File: config.mk
export PLATFORM = sky130hd
export DESIGN_NAME = writeback_unit_flat
export DESIGN_NICKNAME = d
export VERILOG_FILES = /design/src/rtl/writeback_unit_if.sv /design/src/rtl/writeback_unit.sv /design/src/flat_wrapper.sv
export SDC_FILE = /design/constraint.sdc
export NUM_CORES = 1
export LEC_CHECK = 0
export BUFFER_PORTS_ARGS = -buffer_cell sky130_fd_sc_hd__buf_2
export CAP_MARGIN = 5
export CORE_UTILIZATION = 50
export DETAILED_ROUTE_END_ITERATION = 6
export GPL_TIMING_DRIVEN = 0
export PLACE_DENSITY_LB_ADDON = 0.2
export RECOVER_POWER = 50
export SYNTH_ARGS = -nofsm -noshare
export SYNTH_HDL_FRONTEND = slang
export SYNTH_SLANG_ARGS = --single-unit
File: constraint.sdc
create_clock -name clk -period 2.8 [get_ports clk]
set_input_delay 0.56 -clock clk [delete_from_list [all_inputs] [get_ports clk]]
set_output_delay 0.56 -clock clk [all_outputs]
set_load 0.005 [all_outputs]
File: src/rtl/writeback_unit_if.sv
// writeback_unit_if: execute-side, data-memory and register-file signals of the writeback stage.
interface writeback_unit_if;
  logic        ex_valid_i;
  logic        ex_ready_o;
  logic [4:0]  ex_itype_i;
  logic [4:0]  ex_rd_i;
  logic [2:0]  ex_funct3_i;
  logic [31:0] ex_result_i;
  logic [31:0] ex_link_i;
  logic        mem_req_o;
  logic [31:0] mem_addr_o;
  logic        mem_ack_i;
  logic [31:0] mem_rdata_i;
  logic [31:0] wd_o;
  logic        wd_q_o;
  logic [4:0]  wd_rd_o;
  logic [31:0] retired_o;
  logic        mem_err_o;
  modport slave (
    input  ex_valid_i, ex_itype_i, ex_rd_i, ex_funct3_i, ex_result_i, ex_link_i, mem_ack_i, mem_rdata_i,
    output ex_ready_o, mem_req_o, mem_addr_o, wd_o, wd_q_o, wd_rd_o, retired_o, mem_err_o
  );
  modport master (
    output ex_valid_i, ex_itype_i, ex_rd_i, ex_funct3_i, ex_result_i, ex_link_i, mem_ack_i, mem_rdata_i,
    input  ex_ready_o, mem_req_o, mem_addr_o, wd_o, wd_q_o, wd_rd_o, retired_o, mem_err_o
  );
endinterface

File: src/rtl/writeback_unit.sv
// writeback_unit: final pipeline stage; register write-back, load handshake with timeout, retire count.
module writeback_unit #(
  parameter int          TIMEOUT     = 16,
  parameter logic [31:0] RESET_COUNT = 32'd0
) (
  input logic             clk,
  input logic             reset,
  writeback_unit_if.slave bus
);
  localparam logic [4:0] RTYPE = 5'd1, ITYPE = 5'd2, STYPE = 5'd3, BTYPE = 5'd4,
                         LTYPE = 5'd5, UTYPE = 5'd6, JTYPE = 5'd7, JRTYPE = 5'd8;
  typedef enum logic [1:0] {IDLE, LOAD, WRITE} state_t;
  state_t      state_q, state_d;
  logic [4:0]  rd_q, rd_d, wd_rd_q, wd_rd_d;
  logic [2:0]  funct3_q, funct3_d;
  logic [31:0] addr_q, addr_d, wd_q, wd_d, retired_q, retired_d;
  logic        strobe_q, strobe_d, err_q, err_d;
  logic [7:0]  cnt_q, cnt_d;
  logic        is_link, writes_reg;
  function automatic logic [31:0] ext(input logic [31:0] w, input logic [2:0] f3, input logic [1:0] a);
    logic [7:0]  b;
    logic [15:0] h;
    b = w[{a, 3'b000} +: 8];
    h = a[1] ? w[31:16] : w[15:0];
    return f3 == 3'b000 ? {{24{b[7]}}, b} :
           f3 == 3'b001 ? {{16{h[15]}}, h} :
           f3 == 3'b100 ? {24'b0, b} :
           f3 == 3'b101 ? {16'b0, h} : w;
  endfunction
  assign is_link    = bus.ex_itype_i == JTYPE || bus.ex_itype_i == JRTYPE;
  assign writes_reg = is_link || bus.ex_itype_i == RTYPE || bus.ex_itype_i == ITYPE || bus.ex_itype_i == UTYPE;
  always_comb begin
    state_d   = state_q;
    rd_d      = rd_q;
    funct3_d  = funct3_q;
    addr_d    = addr_q;
    wd_d      = wd_q;
    wd_rd_d   = wd_rd_q;
    strobe_d  = 1'b0;
    retired_d = retired_q;
    err_d     = err_q;
    cnt_d     = cnt_q;
    if (state_q == IDLE && bus.ex_valid_i) begin
      rd_d     = bus.ex_rd_i;
      funct3_d = bus.ex_funct3_i;
      addr_d   = bus.ex_result_i;
      cnt_d    = 8'd0;
      state_d  = bus.ex_itype_i == LTYPE ? LOAD : WRITE;
      if (bus.ex_itype_i != LTYPE) begin
        wd_d      = is_link ? bus.ex_link_i : bus.ex_result_i;
        wd_rd_d   = bus.ex_rd_i;
        strobe_d  = writes_reg && bus.ex_rd_i != 5'd0;
        retired_d = retired_q + 32'd1;
      end
    end else if (state_q == LOAD) begin
      cnt_d = cnt_q + 8'd1;
      if (bus.mem_ack_i) begin
        state_d   = WRITE;
        wd_d      = ext(bus.mem_rdata_i, funct3_q, addr_q[1:0]);
        wd_rd_d   = rd_q;
        strobe_d  = rd_q != 5'd0;
        retired_d = retired_q + 32'd1;
      end else if (cnt_d == 8'(TIMEOUT)) begin
        state_d = IDLE;
        err_d   = 1'b1;
      end
    end else if (state_q == WRITE) begin
      state_d = IDLE;
    end
  end
  always_ff @(posedge clk) begin
    if (reset) begin
      state_q   <= IDLE;
      rd_q      <= '0;
      funct3_q  <= '0;
      addr_q    <= '0;
      wd_q      <= '0;
      wd_rd_q   <= '0;
      strobe_q  <= 1'b0;
      retired_q <= RESET_COUNT;
      err_q     <= 1'b0;
      cnt_q     <= '0;
    end else begin
      state_q   <= state_d;
      rd_q      <= rd_d;
      funct3_q  <= funct3_d;
      addr_q    <= addr_d;
      wd_q      <= wd_d;
      wd_rd_q   <= wd_rd_d;
      strobe_q  <= strobe_d;
      retired_q <= retired_d;
      err_q     <= err_d;
      cnt_q     <= cnt_d;
    end
  end
  assign bus.ex_ready_o = state_q == IDLE;
  assign bus.mem_req_o  = state_q == LOAD;
  assign bus.mem_addr_o = {addr_q[31:2], 2'b00};
  assign bus.wd_o       = wd_q;
  assign bus.wd_q_o     = strobe_q;
  assign bus.wd_rd_o    = wd_rd_q;
  assign bus.retired_o  = retired_q;
  assign bus.mem_err_o  = err_q;
endmodule

File: src/flat_wrapper.sv
// flat-port wrapper written by rule: the top's interface ports become plain ports
module writeback_unit_flat 
#(
  parameter int          TIMEOUT     = 16,
  parameter logic [31:0] RESET_COUNT = 32'd0
)
  (clk, reset, bus_ex_valid_i, bus_ex_itype_i, bus_ex_rd_i, bus_ex_funct3_i, bus_ex_result_i, bus_ex_link_i, bus_mem_ack_i, bus_mem_rdata_i, bus_ex_ready_o, bus_mem_req_o, bus_mem_addr_o, bus_wd_o, bus_wd_q_o, bus_wd_rd_o, bus_retired_o, bus_mem_err_o);
  writeback_unit_if bus_i ();
  input logic clk;
  input logic reset;
  input wire logic [$bits(bus_i.ex_valid_i)-1:0] bus_ex_valid_i;
  input wire logic [$bits(bus_i.ex_itype_i)-1:0] bus_ex_itype_i;
  input wire logic [$bits(bus_i.ex_rd_i)-1:0] bus_ex_rd_i;
  input wire logic [$bits(bus_i.ex_funct3_i)-1:0] bus_ex_funct3_i;
  input wire logic [$bits(bus_i.ex_result_i)-1:0] bus_ex_result_i;
  input wire logic [$bits(bus_i.ex_link_i)-1:0] bus_ex_link_i;
  input wire logic [$bits(bus_i.mem_ack_i)-1:0] bus_mem_ack_i;
  input wire logic [$bits(bus_i.mem_rdata_i)-1:0] bus_mem_rdata_i;
  output wire logic [$bits(bus_i.ex_ready_o)-1:0] bus_ex_ready_o;
  output wire logic [$bits(bus_i.mem_req_o)-1:0] bus_mem_req_o;
  output wire logic [$bits(bus_i.mem_addr_o)-1:0] bus_mem_addr_o;
  output wire logic [$bits(bus_i.wd_o)-1:0] bus_wd_o;
  output wire logic [$bits(bus_i.wd_q_o)-1:0] bus_wd_q_o;
  output wire logic [$bits(bus_i.wd_rd_o)-1:0] bus_wd_rd_o;
  output wire logic [$bits(bus_i.retired_o)-1:0] bus_retired_o;
  output wire logic [$bits(bus_i.mem_err_o)-1:0] bus_mem_err_o;
  assign bus_i.ex_valid_i = bus_ex_valid_i;
  assign bus_i.ex_itype_i = bus_ex_itype_i;
  assign bus_i.ex_rd_i = bus_ex_rd_i;
  assign bus_i.ex_funct3_i = bus_ex_funct3_i;
  assign bus_i.ex_result_i = bus_ex_result_i;
  assign bus_i.ex_link_i = bus_ex_link_i;
  assign bus_i.mem_ack_i = bus_mem_ack_i;
  assign bus_i.mem_rdata_i = bus_mem_rdata_i;
  assign bus_ex_ready_o = bus_i.ex_ready_o;
  assign bus_mem_req_o = bus_i.mem_req_o;
  assign bus_mem_addr_o = bus_i.mem_addr_o;
  assign bus_wd_o = bus_i.wd_o;
  assign bus_wd_q_o = bus_i.wd_q_o;
  assign bus_wd_rd_o = bus_i.wd_rd_o;
  assign bus_retired_o = bus_i.retired_o;
  assign bus_mem_err_o = bus_i.mem_err_o;
  writeback_unit #(.TIMEOUT(TIMEOUT), .RESET_COUNT(RESET_COUNT)) u_core (.clk(clk), .reset(reset), .bus(bus_i));
endmodule
; ---- Word level (Yosys, flattened, before mapping)
; Index checks and enable logic that the tools add are counted.
[word_totals]
wordCells = 75
in_bits = 113
register_bits = 121
[op_classes]
add_sub_neg = 2
shifts = 1
n_mux = 28
n_bitwise = 2
n_eq_ne = 15
reduce_logical = 17
[op_table]
columns = op, n
row1 = two-way mux 32 bit, 13
row2 = "adder 32 x 1 -> 32 bit, second input constant", 1
row3 = variable part select 32 x 6 -> 8 bit, 1
row4 = two-way mux 5 bit, 4
row5 = two-way mux 16 bit, 1
row6 = "== test 5 x 3 -> 1 bit, second input constant", 3
row7 = two-way mux 2 bit, 6
row8 = nonzero test 5 bit, 2
row9 = "adder 8 x 1 -> 8 bit, second input constant", 1
row10 = "== test 8 x 5 -> 1 bit, second input constant", 1
row11 = "== test 3 bit, second input constant", 2
row12 = "== test 5 x 1 -> 1 bit, second input constant", 1
row13 = "== test 5 x 2 -> 1 bit, second input constant", 1
row14 = "== test 5 x 4 -> 1 bit, second input constant", 1
row15 = "inequality test 5 x 3 -> 1 bit, second input constant", 1
row16 = logical OR 1 bit, 4
row17 = two-way mux 1 bit, 4
row18 = "inequality test 4 x 2 -> 1 bit, second input constant", 1
row19 = AND reduction 4 bit, 1
row20 = nonzero test 2 bit, 2
row21 = "== test 3 x 1 -> 1 bit, second input constant", 1
row22 = logical NOT 3 bit, 1
row23 = AND reduction 3 bit, 1
row24 = nonzero test 3 bit, 1
row25 = other kinds (8), 10

; ---- Longest topological paths before layout
[logic_depth]
depth_word = 8
ltp_mapped = 10
ltp_nobuf = 8

; ---- Worst setup path after synthesis
; OpenSTA, ideal clock, no wires.
[synth_timing]
kind = in2reg
start = in bus_mem_rdata_i[31]
end = reg u_core.wd_q[20] (netlist: u_core.bus.wd_o[20])
cell_stages = 7
n_path_buf = 1
t_required_ns = 2.683
path_slack_ns = 0.614
t_arrival_ns = 2.070
cell_sequence = mux4_2 > nand3b_1 > nand2_1 > a31oi_2 > buf_2 > a22oi_1 > a22o_1
[synth_via]
elab_chain_len = 6
word_cells_on_any_way = 7
cone_classes = 1 x shift / 6 x mux
[synth_rtl]
columns = item, line_no
row1 = start: declaration, flat_wrapper.sv:18  ; input wire logic [$bits(bus_i.mem_rdata_i)-1:0] bus_mem_rdata_i;
row2 = "parallel branches: the longest is 2 deep, another holds variable part select 32 x 6 -> 8 bit", n/a
row3 = two-way mux 32 bit (*), writeback_unit.sv:25  ; return f3 == 3'b000 ? {{24{b[7]}}, b} :
row4 = two-way mux 32 bit (*), writeback_unit.sv:57  ; if (bus.mem_ack_i) begin
row5 = two-way mux 32 bit (*), writeback_unit.sv:55  ; end else if (state_q == LOAD) begin
row6 = two-way mux 32 bit (*), writeback_unit.sv:43  ; if (state_q == IDLE && bus.ex_valid_i) begin
row7 = end signal: assignment, writeback_unit.sv:88  ; wd_q <= wd_d;
row8 = end: declaration, writeback_unit.sv:16  ; logic [31:0] addr_q, addr_d, wd_q, wd_d, retired_q, retired_d;
; Every way passes the cells marked *. The select of a mux whose other input is x is not followed.
; A chain may end at the register's enable or synchronous reset.

; ---- Worst setup path in the final report
[layout_timing]
start = reg u_core.state_q[0]
end = reg u_core.wd_q[21] (netlist: u_core.bus.wd_o[21])
[layout_via]
elab_chain_len = 4
word_cells_on_any_way = 8
cone_classes = 2 x eq/ne / 1 x mux / 5 x reduce/logical
[layout_rtl]
columns = item, line_no
row1 = start: declaration, writeback_unit.sv:13  ; state_t state_q, state_d;
row2 = start signal: assignment, writeback_unit.sv:84  ; state_q <= state_d;
row3 = logical NOT 2 bit, writeback_unit.sv:43
row4 = logical AND 1 bit, writeback_unit.sv:43
row5 = inequality test 2 bit (no source line) or nonzero test 2 bit (tied branches), n/a
row6 = AND reduction 3 bit (no source line), n/a
; Several ways; a longest one is shown, not always the timed one.

==> results.txt <==
outcome: completed
via density per instance: 5.47
maximum frequency from static timing analysis: 377 MHz
cells taking the most area after synthesis: sky130_fd_sc_hd__dfxtp_1 39%, sky130_fd_sc_hd__nand2_1 7.5%, sky130_fd_sc_hd__mux2i_1 6.2%
proportion of power drawn by combinational gates: 0.162
number of stages on the worst hold path: 3
GRT Overall Usage: 0.291
slew of the pin with the lowest slew margin: 0.751 ns
Avg Synthesized Cell Area: 8.52 sq um
cell internal power dissipation: 3570 uW
worst setup path class: flop to flop
clock share of power: 0.446
beginning of the worst register-to-register path: u_core.state_q[0]$_SDFFE_PP0P_
max-slew headroom at the worst pin: 0.500
Synth warnings: 0
Total Wirelength: 18600 um
number of buffers created by CTS: 17
final setup violation count: 0
max-cap viol count: 0
largest vdd supply drop: 0.000381 V
clock-pin slew on the worst setup and hold paths: 0.05 ns
Core ar.: 0.0120 sq mm
number of antenna violations at the first check in global routing: 2
Iteration-0 DRC Markers: 391
fraction of power spent switching nets: 0.259
commonest non-fill, non-tap cell in the layout: sky130_fd_sc_hd__buf_2
vias in the first global route: 5456
reg-to-reg setup timing slack: 0.15 ns
total clock sinks: 121
leakage power summed over all cells: 0.00341 uW
post-synthesis register bit count: 121
data arrival time of the worst path: 3.01 ns
endpoint of the worst hold path: u_core.addr_q[4]$_SDFFE_PP0P_
chip width: 113 um
number of standard cells after synthesis: 721
end of the worst register-to-register path: u_core.bus.wd_o[21]$_SDFFE_PP0P_
Placed Cells incl. Taps: 1084
area of all placed cells without fillers: 0.00794 sq mm
crit path max fanout: 10
post-CTS repair timing setup buffer count: 0
RSZ-0062 raised after global routing: no
Layout Skew: 0.00626 ns
final RePlAce weighted congestion: 0.931
deepest level of the CTS H-tree: 4
Core Rows: 40
number of enable-type register cells in the synthesized netlist: 0
global-route wire length before repair: 28300 um
Area Overhead vs Synth: 29.3%
Final Hold Violating Endpoints: 0
Crit path required time: 3.16 ns
leading cell types in the layout, fill and taps excluded: 176 x sky130_fd_sc_hd__buf_2, 122 x sky130_fd_sc_hd__nand2_1, 121 x sky130_fd_sc_hd__dfxtp_1, 73 x sky130_fd_sc_hd__clkbuf_1, 64 x sky130_fd_sc_hd__nor2_1
share of synthesized registers carrying an async set or reset: 0
TritonCTS clock tree: built
netlist area before placement: 0.00614 sq mm
post-route clock period utilization: 0.947
launch instance of the worst min-delay path: bus_ex_result_i[4]
HPWL after detailed placement: 14000 um
count of distinct cell types in the synthesized netlist: 66
DIE AREA: 0.0127 sq mm
Setup crit end kind: flop
HP Class: primary input to flop
fill count: 1101
power share of the sequential group: 0.392
final setup slack of the worst path: 0.150 ns
final critical-path required period: 2.65 ns
Chip Height: 113 um
CTS max path bufs: 2
clock latency reported for the late side of the worst-skew pair: 0.42 ns
most used flip-flop cell after synthesis: sky130_fd_sc_hd__dfxtp_1
number of top-level pins: 218
type of element launching the critical path: flop
area share of the largest cell type after synthesis: 0.394
dominant cell type by area after synthesis: sky130_fd_sc_hd__dfxtp_1
number of cells traversed by the worst register-to-register path: 9
final layout net count: 1074
Residual DRC: 0
largest net degree at the start of global routing: 17
master cell of the clock root buffer: sky130_fd_sc_hd__clkbuf_16
vias: 6106
instance area after placement: 0.00741 sq mm
power per cell area: 606 mW/mm^2
count of port buffers added during placement: 215
max-slew violation count: 0
remaining global-route overflow: 0
ratio of cells with drive above 1 in the final layout: 0.269
Starting Density: 0.511
number of routed nets with antenna violations: 0
share of synthesized area occupied by flip-flops and latches: 0.394
number of standard cells in the final layout excluding fillers: 1117
Avg WL per Cell: 16.7 um
drt pass-1 iters: 5
switching component of the power: 1250 uW
Setup Slack @ Placement: -0.0523 ns
==> worst max path at each step <==
stage / slack [ns] / end / cells after the start / start
floorplan: 0.61 / u_core.bus.wd_o[20]$_SDFFE_PP0P_ / 7 / bus_mem_rdata_i[31]
global placement: -0.03 / u_core.bus.wd_o[28]$_SDFFE_PP0P_ / 8 / bus_ex_valid_i
detailed placement: -0.05 / u_core.bus.wd_o[21]$_SDFFE_PP0P_ / 8 / bus_ex_valid_i
CTS: 0.18 / u_core.bus.wd_o[21]$_SDFFE_PP0P_ / 9 / u_core.state_q[0]$_SDFFE_PP0P_
global route: 0.002 / u_core.bus.wd_o[22]$_SDFFE_PP0P_ / 9 / u_core.state_q[0]$_SDFFE_PP0P_
finish: 0.15 / u_core.bus.wd_o[21]$_SDFFE_PP0P_ / 9 / u_core.state_q[0]$_SDFFE_PP0P_
==> layout make-up <==
type / count / area (sq um) / share of cell area
multi-input cells: 513 / 3220 / 0.406
flip-flops and latches: 121 / 2420 / 0.305
repair buffers: 215 / 1020 / 0.129
clock buffers: 25 / 495 / 0.0624
plain buffers: 77 / 463 / 0.0583
well taps: 147 / 184 / 0.0232
clock inverters: 7 / 90.1 / 0.0113
inverters: 11 / 41.3 / 0.00520
diodes: 1 / 2.50 / 0.000315
==> stage by stage <==
| stage | total power, uW | setup TNS [ns] | hold slack [ns] | util |
|---|---|---|---|---|
| after floorplan | 2380 | 0 | 0.437 | - |
| after global placement | 2700 | -0.242 | 0.436 | 0.617 |
| after detailed placement | 2700 | -0.396 | 0.441 | 0.617 |
| after CTS | 4850 | 0 | 0.381 | 0.666 |
| after global routing | 5000 | 0 | 0.390 | 0.661 |
| final | 4820 | 0 | 0.390 | 0.661 |
==> kinds of logic after synthesis <==
family          Yosys count  share of synthesized area
buf+inv                  88                     0.0821
xor+xnor                 31                     0.0442
simple gates            261                      0.197
mux                      41                     0.0692
fa+ha+maj                 5                     0.0102
flops                   121                      0.394
other cells               1                   0.000610
compound gates          173                      0.202
==> power by group through the flow <==
stage	registers [uW]	logic (uW)	clock network, uW
6_report	1890	781	2150
5_1_grt	1900	852	2250
4_1_cts	1890	792	2170
3_5_place_dp	1920	784	0
3_3_place_gp	1920	777	0
2_1_floorplan	1920	455	0
==> flip-flops by register name, summed over array words and instances (netlist names) <==
register / count
u_core.bus.retired_o: 32
u_core.bus.wd_o: 32
u_core.rd_q: 5
u_core.cnt_q: 8
u_core.addr_q: 32
u_core.bus.wd_q_o: 1
u_core.bus.mem_err_o: 1
u_core.funct3_q: 3
u_core.state_q: 2
u_core.bus.wd_rd_o: 5
==> Yosys cell counts (11+ instances only) <==
cell type	count
sky130_fd_sc_hd__clkbuf_1	25
sky130_fd_sc_hd__mux2i_1	38
sky130_fd_sc_hd__nand4_1	11
sky130_fd_sc_hd__nand3_1	12
sky130_fd_sc_hd__buf_4	34
sky130_fd_sc_hd__xor2_1	19
sky130_fd_sc_hd__a22oi_1	16
sky130_fd_sc_hd__a22o_1	17
sky130_fd_sc_hd__xnor2_1	12
sky130_fd_sc_hd__nand2_1	122
sky130_fd_sc_hd__a21oi_1	60
sky130_fd_sc_hd__dfxtp_1	121
sky130_fd_sc_hd__nor2_1	65
==> worst max-delay path, stage by stage, from the launching register on <==
cell and delay [ns]:
sky130_fd_sc_hd__dfxtp_1 0.36, sky130_fd_sc_hd__inv_1 0.06, sky130_fd_sc_hd__ha_1 0.22, sky130_fd_sc_hd__nand2_2 0.20, sky130_fd_sc_hd__nand3_1 0.32, sky130_fd_sc_hd__and2_1 0.27, sky130_fd_sc_hd__buf_2 0.16, sky130_fd_sc_hd__nor2_2 0.38
sky130_fd_sc_hd__buf_1 0.41, sky130_fd_sc_hd__a22o_1 0.20
==> routing by layer <==
metal	routed length [um]	vias up	GRT usage
li1	-	3003	-
met1	8000	2789	0.360
met2	8540	270	0.473
met3	1580	40	0.0884
met4	505	4	0.119
met5	25	-	0
==> timing repair <==
item / in CTS / in global routing
resized for setup: 1 / 1
pin swaps: 0 / 0
setup endpoints to repair: 10 / 1
cloned: 0 / 0
hold buffers: 0 / 0
No activity file was read; power rests on OpenSTA's default activity.
